`config.mk`:
```
export PLATFORM = sky130hd
export DESIGN_NAME = frame_tick_div_flat
export DESIGN_NICKNAME = d
export VERILOG_FILES = /design/src/rtl/frame_tick_pkg.sv /design/src/rtl/frame_tick_div_if.sv /design/src/rtl/frame_div_chan.sv /design/src/rtl/frame_tick_div.sv /design/src/flat_wrapper.sv
export SDC_FILE = /design/constraint.sdc
export NUM_CORES = 1
export LEC_CHECK = 0
export ABC_AREA = 1
export CAP_MARGIN = 10
export CELL_PAD_IN_SITES_DETAIL_PLACEMENT = 1
export CELL_PAD_IN_SITES_GLOBAL_PLACEMENT = 1
export CORE_MARGIN = 10
export CORE_UTILIZATION = 40
export CTS_CLUSTER_DIAMETER = 200
export CTS_CLUSTER_SIZE = 20
export DETAILED_ROUTE_END_ITERATION = 10
export PLACE_DENSITY_LB_ADDON = 0.2
export RECOVER_POWER = 25
export SLEW_MARGIN = 20
export SYNTH_ARGS = -nofsm -noshare
export SYNTH_HDL_FRONTEND = slang
export SYNTH_SLANG_ARGS = --single-unit
```
`constraint.sdc`:
```
create_clock -name clk -period 4.8 [get_ports clk]
set_clock_uncertainty 0.2 [all_clocks]
set_input_delay 0.48 -clock clk [delete_from_list [all_inputs] [get_ports clk]]
set_output_delay 0.48 -clock clk [all_outputs]
set_load 0.1 [all_outputs]
```
`src/rtl/frame_tick_pkg.sv`:
```
`default_nettype none
// ============================================================================
//  Module      : frame_tick_pkg
//  Description : Shared defaults and types for the frame-synchronous tick
//                divider (channel count, field widths, trigger row).
//  Ports       : none (package)
//  Revision    : 1.0  initial release
// ============================================================================
package frame_tick_pkg;

  localparam int unsigned NCH_DEF      = 4;
  localparam int unsigned DIV_W_DEF    = 4;
  localparam int unsigned ROW_W_DEF    = 9;
  localparam int unsigned TRIG_ROW_DEF = 511;
  localparam int unsigned CNT_W_DEF    = 16;

  typedef logic [DIV_W_DEF-1:0] ratio_t;

endpackage
`default_nettype wire

```
`src/rtl/frame_tick_div_if.sv`:
```
`default_nettype none
// ============================================================================
//  Module      : frame_tick_div_if
//  Description : Bundle of the divider's scan input, controls and tick
//                outputs. master = VGA/game side, slave = divider.
//  Signals     : row_addr, pause, div_ratio (to divider)
//                frame_tick, frame_cnt, ch_tick, ch_level (from divider)
//  Revision    : 1.0  initial release
// ============================================================================
interface frame_tick_div_if
  import frame_tick_pkg::*;
#(
  parameter int unsigned NCH   = NCH_DEF,
  parameter int unsigned DIV_W = DIV_W_DEF,
  parameter int unsigned ROW_W = ROW_W_DEF,
  parameter int unsigned CNT_W = CNT_W_DEF
);

  logic [ROW_W-1:0]     row_addr;
  logic                 pause;
  logic [NCH*DIV_W-1:0] div_ratio;
  logic                 frame_tick;
  logic [CNT_W-1:0]     frame_cnt;
  logic [NCH-1:0]       ch_tick;
  logic [NCH-1:0]       ch_level;

  modport master (
    output row_addr, pause, div_ratio,
    input  frame_tick, frame_cnt, ch_tick, ch_level
  );

  modport slave (
    input  row_addr, pause, div_ratio,
    output frame_tick, frame_cnt, ch_tick, ch_level
  );

endinterface
`default_nettype wire

```
`src/rtl/frame_div_chan.sv`:
```
`default_nettype none
// ============================================================================
//  Module      : frame_div_chan
//  Description : One divider channel. Counts frame events and wraps after
//                'ratio' of them, emitting a one-cycle tick and toggling a
//                level on each wrap. ratio==0 parks the channel.
//  Ports       : clk, rst        clock, synchronous active-high reset
//                frame_evt       combinational frame event (one cycle)
//                pause           freeze counter / suppress tick
//                ratio           wrap ratio, sampled on every event
//                tick, level     registered outputs
//  Revision    : 1.0  initial release
// ============================================================================
module frame_div_chan #(
  parameter int unsigned DIV_W = 4
) (
  input  wire logic             clk,
  input  wire logic             rst,
  input  wire logic             frame_evt,
  input  wire logic             pause,
  input  wire logic [DIV_W-1:0] ratio,
  output logic                  tick,
  output logic                  level
);

  logic [DIV_W-1:0] r_cnt;
  logic             r_tick;
  logic             r_level;
  logic             w_last;

  // Only meaningful when ratio != 0, so the subtraction never underflows in
  // a case that matters. Using >= lets a lowered ratio wrap immediately.
  assign w_last = (r_cnt >= (ratio - DIV_W'(1)));

  always_ff @(posedge clk) begin
    if (rst) begin
      r_cnt   <= '0;
      r_tick  <= 1'b0;
      r_level <= 1'b0;
    end else begin
      r_tick <= 1'b0;
      if (ratio == '0) begin
        r_cnt <= '0;
      end else if (frame_evt && !pause) begin
        if (w_last) begin
          r_cnt   <= '0;
          r_tick  <= 1'b1;
          r_level <= ~r_level;
        end else begin
          r_cnt <= r_cnt + DIV_W'(1);
        end
      end
    end
  end

  assign tick  = r_tick;
  assign level = r_level;

endmodule
`default_nettype wire

```
`src/rtl/frame_tick_div.sv`:
```
`default_nettype none
// ============================================================================
//  Module      : frame_tick_div
//  Description : Frame-synchronous multi-channel tick divider. Detects entry
//                of the scan into TRIG_ROW, emits frame_tick one cycle later,
//                counts frames and drives NCH programmable divider channels.
//  Ports       : clk, rst   clock, synchronous active-high reset
//                bus        frame_tick_div_if slave (row_addr, pause,
//                           div_ratio in; frame_tick, frame_cnt, ch_tick,
//                           ch_level out)
//  Revision    : 1.0  initial release
// ============================================================================
module frame_tick_div
  import frame_tick_pkg::*;
#(
  parameter int unsigned NCH      = NCH_DEF,
  parameter int unsigned DIV_W    = DIV_W_DEF,
  parameter int unsigned ROW_W    = ROW_W_DEF,
  parameter int unsigned TRIG_ROW = TRIG_ROW_DEF,
  parameter int unsigned CNT_W    = CNT_W_DEF
) (
  input wire logic         clk,
  input wire logic         rst,
  frame_tick_div_if.slave  bus
);

  logic             w_hit;
  logic             w_evt;
  logic             r_hit_prev;
  logic             r_frame_tick;
  logic [CNT_W-1:0] r_frame_cnt;
  logic [NCH-1:0]   w_ch_tick;
  logic [NCH-1:0]   w_ch_level;

  assign w_hit = (bus.row_addr == ROW_W'(TRIG_ROW));
  assign w_evt = w_hit && !r_hit_prev;

  // hit_prev resets high so a row already parked on TRIG_ROW at reset
  // release does not count as an entry.
  always_ff @(posedge clk) begin
    if (rst) begin
      r_hit_prev   <= 1'b1;
      r_frame_tick <= 1'b0;
      r_frame_cnt  <= '0;
    end else begin
      r_hit_prev   <= w_hit;
      r_frame_tick <= w_evt;
      if (w_evt) begin
        r_frame_cnt <= r_frame_cnt + CNT_W'(1);
      end
    end
  end

  for (genvar gi = 0; gi < NCH; gi++) begin : g_chan
    frame_div_chan #(
      .DIV_W (DIV_W)
    ) u_chan (
      .clk       (clk),
      .rst       (rst),
      .frame_evt (w_evt),
      .pause     (bus.pause),
      .ratio     (bus.div_ratio[gi*DIV_W +: DIV_W]),
      .tick      (w_ch_tick[gi]),
      .level     (w_ch_level[gi])
    );
  end

  assign bus.frame_tick = r_frame_tick;
  assign bus.frame_cnt  = r_frame_cnt;
  assign bus.ch_tick    = w_ch_tick;
  assign bus.ch_level   = w_ch_level;

endmodule
`default_nettype wire

```
`src/flat_wrapper.sv`:
```
// flat-port wrapper written by rule: the top's interface ports become plain ports
module frame_tick_div_flat import frame_tick_pkg::*;
#(
  parameter int unsigned NCH      = NCH_DEF,
  parameter int unsigned DIV_W    = DIV_W_DEF,
  parameter int unsigned ROW_W    = ROW_W_DEF,
  parameter int unsigned TRIG_ROW = TRIG_ROW_DEF,
  parameter int unsigned CNT_W    = CNT_W_DEF
)
  (clk, rst, bus_row_addr, bus_pause, bus_div_ratio, bus_frame_tick, bus_frame_cnt, bus_ch_tick, bus_ch_level);
  frame_tick_div_if #(.NCH(NCH), .DIV_W(DIV_W), .ROW_W(ROW_W), .CNT_W(CNT_W)) bus_i ();
  input wire logic clk;
  input wire logic rst;
  input wire logic [$bits(bus_i.row_addr)-1:0] bus_row_addr;
  input wire logic [$bits(bus_i.pause)-1:0] bus_pause;
  input wire logic [$bits(bus_i.div_ratio)-1:0] bus_div_ratio;
  output wire logic [$bits(bus_i.frame_tick)-1:0] bus_frame_tick;
  output wire logic [$bits(bus_i.frame_cnt)-1:0] bus_frame_cnt;
  output wire logic [$bits(bus_i.ch_tick)-1:0] bus_ch_tick;
  output wire logic [$bits(bus_i.ch_level)-1:0] bus_ch_level;
  assign bus_i.row_addr = bus_row_addr;
  assign bus_i.pause = bus_pause;
  assign bus_i.div_ratio = bus_div_ratio;
  assign bus_frame_tick = bus_i.frame_tick;
  assign bus_frame_cnt = bus_i.frame_cnt;
  assign bus_ch_tick = bus_i.ch_tick;
  assign bus_ch_level = bus_i.ch_level;
  frame_tick_div #(.NCH(NCH), .DIV_W(DIV_W), .ROW_W(ROW_W), .TRIG_ROW(TRIG_ROW), .CNT_W(CNT_W)) u_core (.clk(clk), .rst(rst), .bus(bus_i));
endmodule
```
After elaboration in Yosys (flattened, before gate mapping):

Cells that the tools add are included.

* register bits: 42
* bits of input ports: 28

* add/sub/neg operators: 9
* $lt $le $gt $ge: 4
* equality and inequality tests: 1
* multiplexer cells: 8
* bitwise logic cells: 9
* reductions and logical operators: 20

Operator list (number)
* $add A16 B1 Y16 const B: 1
* $add A4 B1 Y4 const B: 4
* $ge A4 B4 Y1: 4
* $logic_not A4 Y1: 4
* $mux W4: 4
* $sub A4 B1 Y4 const B: 4
* $reduce_and A3 Y1: 4
* $reduce_or A3 Y1: 4
* $eq A9 B9 Y1 const B: 1
* $not A1 Y1: 9
* $reduce_or A2 Y1: 4
* $mux W1: 4
* $logic_and A1 B1 Y1: 2
* $logic_not A1 Y1: 2

Depth between registers and ports, before layout:

Gate-level depths: netlist of run 1.

* word-level depth: 5
* depth in mapped cells: 13

Cells and area by module:

A second synthesis of run 1 with hierarchy kept.

* cells, all modules: 375
* area, all modules: 2697.6 µm²

By module, submodules not included
* frame_div_chan: instances 4, cells each 58, area each 432.9 µm²
* frame_tick_div: instances 1, cells each 143, area each 965.9 µm²

Worst setup path before layout of run 1:

Ideal clock, no wire load.

* kind: register to register
* start: register u_core.r_frame_cnt[0] (netlist: u_core.bus.frame_cnt[0])
* end: register u_core.r_frame_cnt[10] (netlist: u_core.bus.frame_cnt[10])
* setup time: 0.128 ns
* arrival: 2.122 ns
* data required time: 4.472 ns
* slack: 2.350 ns
* stages on the path, launching flop included: 9
* buffers on the path: 0
* period minus slack after synthesis: 2.450 ns
* cells stage by stage: dfxtp_1 > ha_1 > nand2_1 > nor2_1 > nand3_1 > nor2_1 > nand2_1 > o21ai_0 > nor2_1

* word-level cells in the longest chain between the ends: 1

Ends and longest elaborated chain
* start: declaration: RTL line frame_tick_div.sv:31 `logic [CNT_W-1:0] r_frame_cnt;`
* start signal: assignment: RTL line frame_tick_div.sv:49 `r_frame_cnt <= r_frame_cnt + CNT_W'(1);`
* $add A16 B1 Y16: RTL line frame_tick_div.sv:49

No other way between the ends.
A chain may end at the register's enable or synchronous reset.

Worst setup path in the final report of run 1:

* start: input port bus_row_addr[3]
* end: register u_core.g_chan[1].u_chan.r_tick

* word-level cells in the longest chain between the ends: 5

Ends and longest elaborated chain
* start: declaration: RTL line flat_wrapper.sv:14 `input wire logic [$bits(bus_i.row_addr)-1:0] bus_row_addr;`
* $eq A9 B9 Y1: RTL line frame_tick_div.sv:35 `assign w_hit = (bus.row_addr == ROW_W'(TRIG_ROW));`
* $logic_and A1 B1 Y1: RTL line frame_tick_div.sv:36 `assign w_evt = w_hit && !r_hit_prev;`
* $logic_and A1 B1 Y1: RTL line frame_div_chan.sv:44 `end else if (frame_evt && !pause) begin`
* $not A1 Y1 (no source line)
* $reduce_or A3 Y1 (no source line)
* end signal: assignment: RTL line frame_div_chan.sv:38 `r_tick <= 1'b0;`
* end signal: assignment: RTL line frame_div_chan.sv:41 `r_tick <= 1'b0;`
* end signal: assignment: RTL line frame_div_chan.sv:47 `r_tick <= 1'b1;`
* end: declaration: RTL line frame_div_chan.sv:27 `logic r_tick;`

No other way between the ends.

==> flow_summary.ini, run 1 <==
[cts]
numCtsBuffers = 5
cts_hold_buf = 0
cts.path.max_buffers = 2
insertion_delay_ns = 0.31
clkSinkCount = 42
clk_pin_slew_worst_paths_ns = 0.09
post_cts_buffers = 0
htreeDepth = 2
cts_root_buf = clkbuf_8
cts_resized = 0
tritoncts = built

[timing]
holdWs_ns = 0.2813
hold_viol = 0
setup-violations-final = 0
finalCriticalPeriod_ns = 2.705
slew_headroom_pct = 33.45
fin_crit_sh_pct = 56.35
fmaxAchievable_mhz = 369.7
rsz0062_at_grt = false
worst-slew-pin-transition_ns = 0.9952
setup_tns_ns = 0
slew_violations = 0
worst_slack_ns = 2.095

[pwr]
power_frac_seq_pct = 47.3
power.density_nw_per_um2 = 213.6
swShare_pct = 26.07
report.power.total_mw = 0.7369
p_int_mw = 0.5448
vdd_drop_max_mv = 0.09094
p_leak_nw = 1.542
power_frac_comb_pct = 12.3
clkPwrFrac_pct = 40.3
switchingPower_mw = 0.1921

[synth]
synthesis.nets = 470
ys_ff_latch = 42
synth_most_common_cell = nand2_1
synth_edf_count = 0
yosysTopAreaCell = dfxtp_1
synth_cells = 417
ys.flop_type = dfxtp_1
yosys_warnings = 0
yosysSeqAreaShare_pct = 29.92
post-synth-top-area-fraction_pct = 29.92
synth.area.top_cells = dfxtp_1, nand2_1, ha_1
avgSynthCellArea_sq_um = 6.739
synthArstFlopShare_pct = 0
synth_area_sq_um = 2810
synth.top_cells.by_count = nand2_1, inv_1, nor2_1
ys_types = 28

[setup_path]
cpLargestDelayFamily = simple AND/OR/NAND/NOR gates
cp.buffers_inverters = 2
timing.rr.end = u_core.g_chan[1].u_chan.tick
crit_path_end_kind = register
critical_path_arrival_ns = 2.72
r2r_cells = 5
regToRegSetupSlack_ns = 2.63
rr_startpoint = u_core.r_hit_prev
crit_top_cell = nand2_1
crit_slowest_cell = dlygate4sd3_1
critPathLaunchType = input pin
cp_cell_sequence = dlygate4sd3_1 > nand2_1 > nor2_1 > nand4_1 > inv_1 > nand2_1 > nor3_1
required_ns = 4.81
max_stage_delay_ns = 0.54
cp_max_fo = 10
timing_worst_setup_path_type = in2reg

[floorplanning]
die_x_um = 103.8
die_h_um = 103.8
dieArea_sq_um = 10780
initial_core_util_pct = 41.36
core-area_sq_um = 6794
std_cell_rows = 30
ios = 53

[place]
dp_slack_ns = 2.018
hpwlAfterDp_mm = 6.212
placed_cells = 554
io_buffer_count = 52
post_dp_cell_area_sq_um = 3367
globalplace.congestion = 0.7759

[global_routing]
grt_pass1_wl_mm = 13.54
antenna_found_initial = 1
grt_usage_pct = 14.65
overflow = 0
grt_pass1_vias = 2886
grt_max_degree = 20

[run_status]
status = completed

[worst_hold_path]
hold_path.class = reg2reg
hold_start = u_core.bus.frame_cnt[12]
holdPathEnd = u_core.bus.frame_cnt[12]
holdPathStages = 2

[finish]
drive_above_1_share_pct = 4.721
final_cell_area_sq_um = 3450
finalNonFillerCells = 563
area_delta_synth_final_pct = 22.75
nFillCells = 871
nets = 518
fin_util_pct = 50.77

[run]
maxCapViolCount = 0

[drt]
drc_errors = 0
final_antenna_net_count = 0
via_count = 2730
wl_per_cell_um = 13.86
drt_iter0_markers = 47
viasPerCell = 4.849
firstDrtPassIters = 4
totalWireLength_mm = 7.805
==> worst min-delay path, stage by stage (launching register included) <==
cell	delay, ns
dfxtp_1	0.34
inv_1	0.06
a21oi_1	0.05
==> worst max-delay path by stage <==
stage                     slack, ns  depth (start not counted)                     from                                to
after floorplan                2.35                          8  u_core.bus.frame_cnt[0]          u_core.bus.frame_cnt[10]
after global placement         2.13                          6                      rst  u_core.g_chan[0].u_chan.r_cnt[0]
after detailed placement       2.02                         13         bus_div_ratio[0]     u_core.g_chan[0].u_chan.level
after CTS                      2.13                          1  u_core.bus.frame_cnt[6]                  bus_frame_cnt[6]
after global routing           1.85                          7          bus_row_addr[3]      u_core.g_chan[1].u_chan.tick
final                          2.10                          7          bus_row_addr[3]      u_core.g_chan[1].u_chan.tick
==> power by group through the flow <==
stage               sequential (mW)  clock (mW)  combinational (mW)
global route                  0.349       0.313               0.103
floorplan                     0.357           0              0.0527
detailed placement            0.357           0              0.0928
CTS                           0.349       0.299              0.0939
global placement              0.357           0              0.0881
finish                        0.349       0.297              0.0909
==> layout make-up <==
cell class,count,area (sq um),area share (%)
well taps,96,120.1,3.482
clock buffers,5,68.82,1.995
flip-flops and latches,42,840.8,24.37
diodes,1,2.502,0.07254
inverters,73,274.0,7.943
repair buffers,52,520.5,15.09
multi-input cells,291,1578,45.74
clock inverters,3,45.04,1.306
==> state kept, by name, indices dropped and copies added (netlist names) <==
signal / cells
u_core.bus.frame_cnt: 16
u_core.g_chan.u_chan.r_cnt: 16
u_core.g_chan.u_chan.level: 4
u_core.g_chan.u_chan.tick: 4
u_core.bus.frame_tick: 1
u_core.r_hit_prev: 1
==> per-layer routing <==
metal | routed length (um) | global-route usage [%] | part of all wire [%]
met4 | 85 | 3.877 | 1.1
met3 | 257 | 2.602 | 3.3
met5 | 0 | 0 | 0
met2 | 3863 | 25.99 | 49
met1 | 3599 | 17.64 | 46
==> placed cells by master (no fill, tap or decap) <==
| cell type | Yosys | layout |
|---|---|---|
| o21ai_0 | 13 | 13 |
| dlygate4sd3_1 | 0 | 2 |
| nand3_2 | 3 | 3 |
| clkinvlp_4 | 0 | 2 |
| ha_1 | 25 | 25 |
| clkinv_1 | 1 | 1 |
| bufinv_16 | 0 | 1 |
| a21oi_1 | 17 | 17 |
| xnor2_1 | 6 | 6 |
| nor3b_1 | 3 | 3 |
| o21ai_1 | 3 | 3 |
| nor2_2 | 4 | 3 |
| nor2_1 | 63 | 65 |
| xor2_1 | 8 | 8 |
| nor3_1 | 10 | 10 |
| nand3_1 | 25 | 25 |
| inv_1 | 70 | 71 |
| diode_2 | 0 | 1 |
| nand2_1 | 93 | 94 |
| nor2_8 | 1 | 1 |
| clkbuf_8 | 0 | 5 |
| dfxtp_1 | 42 | 42 |
| nor2_4 | 3 | 2 |
| clkdlybuf4s50_1 | 0 | 50 |
| nand4_1 | 7 | 9 |
| inv_2 | 2 | 1 |
| a21oi_2 | 4 | 4 |
==> cell families after synthesis <==
family	count (synthesis)	share of synthesized area, %
flip-flops	42	29.92
AO/OA/AOI/OAI	37	7.123
adder cells (fa/ha/maj)	25	11.13
XOR/XNOR	14	4.363
AND/OR/NAND/NOR	215	34.73
buffers and inverters	84	12.73
No activity file was read; power rests on OpenSTA's default activity.
==> inputs of run 2 (changes only) <==
--- a/config.mk
+++ b/config.mk
@@ -10,7 +10,7 @@
 export CELL_PAD_IN_SITES_DETAIL_PLACEMENT = 1
 export CELL_PAD_IN_SITES_GLOBAL_PLACEMENT = 1
 export CORE_MARGIN = 10
-export CORE_UTILIZATION = 40
+export CORE_UTILIZATION = 33
 export CTS_CLUSTER_DIAMETER = 200
 export CTS_CLUSTER_SIZE = 20
 export DETAILED_ROUTE_END_ITERATION = 10
==> constraint.sdc (replaced) <==
create_clock -name clk -period 2.45 [get_ports clk]
set_clock_uncertainty 0.2 [all_clocks]
set_input_delay 0.245 -clock clk [delete_from_list [all_inputs] [get_ports clk]]
set_output_delay 0.245 -clock clk [all_outputs]
set_load 0.1 [all_outputs]
==> flow_summary.ini, run 2 (same netlist as run 1, synthesis figures left out) <==
[drt]
viasPerCell = 4.686
via_count = 2690
drt_iter0_markers = 73
totalWireLength_mm = 7.490
wl_per_cell_um = 13.05
drc_errors = 0
final_antenna_net_count = 0
firstDrtPassIters = 4

[cts]
numCtsBuffers = 5
tritoncts = built
cts_hold_buf = 0
htreeDepth = 2
post_cts_buffers = 0
clk_pin_slew_worst_paths_ns = 0.08
cts.path.max_buffers = 2
cts_root_buf = clkbuf_8
cts_resized = 0
insertion_delay_ns = 0.29
clkSinkCount = 42

[run]
maxCapViolCount = 0

[finish]
nets = 521
final-seq-area_sq_um = 840.8
fin_util_pct = 41.03
nFillCells = 1100
drive_above_1_share_pct = 8.316
area_delta_synth_final_pct = 20.57
final_common_cell = nand2_1
most-common-layout-cells = nand2_1, inv_1, nor2_1
antenna_cells = 0
multi_input_area_sq_um = 1612

[pwr]
power_frac_seq_pct = 48.2
power.density_nw_per_um2 = 418.7
swShare_pct = 24.39
power_frac_comb_pct = 12.9
clkPwrFrac_pct = 38.9
p_int_mw = 1.073
vdd_drop_max_mv = 0.2389
p_leak_nw = 1.556
switchingPower_mw = 0.3460

[setup_path]
cp_max_fo = 5
critical_path_arrival_ns = 2.15
cp.buffers_inverters = 4
required_ns = 2.45
critPathLaunchType = input pin
cpLargestDelayFamily = buffers and inverters
crit_path_end_kind = register
cp_cell_sequence = clkdlybuf4s50_1 > inv_1 > ha_1 > xnor2_1 > ha_1 > nand2_1 > inv_1 > nand2_1 > nand3_1 > nand2_1 > inv_1 > a21oi_2 > nor2_2
crit_slowest_cell = clkdlybuf4s50_1
max_stage_delay_ns = 0.45
timing_worst_setup_path_type = in2reg

[place]
io_buffer_count = 52
globalplace.congestion = 0.7947
hpwlAfterDp_mm = 6.072

[floorplanning]
die_x_um = 112.3
ios = 53
std_cell_rows = 33
die_h_um = 112.3
dieArea_sq_um = 12610
core-area_sq_um = 8258
initial_core_util_pct = 34.03

[worst_hold_path]
hold_path.class = reg2reg

[timing]
slew_headroom_pct = 20.72
hold_viol = 0
fmaxAchievable_mhz = 465.7
rsz0062_at_grt = false
finalCriticalPeriod_ns = 2.147
worst-slew-pin-transition_ns = 1.194
setup-violations-final = 0
fin_crit_sh_pct = 87.64
slew_violations = 0
holdWs_ns = 0.2601

[global_routing]
grt_usage_pct = 11.90
grt_pass1_wl_mm = 12.90
grt_max_degree = 18
grt_pass1_vias = 2817
antenna_found_initial = 0
overflow = 0

[run_status]
status = completed
run 2: tightest hold or removal path, delay by kind of cell, from the launching register on:
family	cells	cell delay, ns
compound gates	1	0.05
flops	1	0.33
buf+inv	1	0.05
run 2: path summary, 6_finish.rpt:
kind | startpoint | endpoint | slack [ns] | depth (start not counted)
setup / recovery | bus_div_ratio[4] | u_core.g_chan[1].u_chan.level | 0.30 | 13
hold / removal | u_core.bus.frame_cnt[12] | u_core.bus.frame_cnt[12] | 0.26 | 2
setup reg to reg | u_core.bus.frame_cnt[0] | u_core.bus.frame_cnt[14] | 0.49 | 8
hold reg to reg | u_core.bus.frame_cnt[12] | u_core.bus.frame_cnt[12] | 0.26 | 2
run 2: per-layer routing:
layer | wire [um] | GRT usage, % | vias up
met1 | 3512 | 13.75 | 1250
met4 | 92 | 3.384 | 0
met3 | 221 | 2.183 | 6
met5 | 0 | 0 | -
met2 | 3663 | 21.71 | 40
li1 | - | - | 1394
run 2: layout make-up:
class | instances | area share (%)
well taps | 105 | 3.877
clock buffers | 7 | 2.253
multi-input cells | 291 | 47.56
clock inverters | 1 | 0.8863
inverters | 73 | 8.087
flip-flops and latches | 42 | 24.82
repair buffers | 55 | 12.52
run 2: metrics by stage:
step	total power, mW	worst slack [ns]	setup TNS (ns)	instance area (sq um)	instances
2_1_floorplan	0.8029	0.00006350	0	2810	417
3_3_place_gp	0.8791	0.02382	0	3338	566
3_5_place_dp	0.8863	-0.04567	-0.06285	3338	566
4_1_cts	1.444	0.2739	0	3445	574
5_1_grt	1.487	0.1324	0	3388	574
6_report	1.419	0.3027	0	3388	574
run 2: power by group through the flow:
stage	Combinational (mW)	Sequential, mW	Clock [mW]
global route	0.209	0.684	0.595
finish	0.183	0.683	0.552
detailed placement	0.187	0.699	0
floorplan	0.103	0.700	0
CTS	0.188	0.683	0.573
global placement	0.180	0.699	0
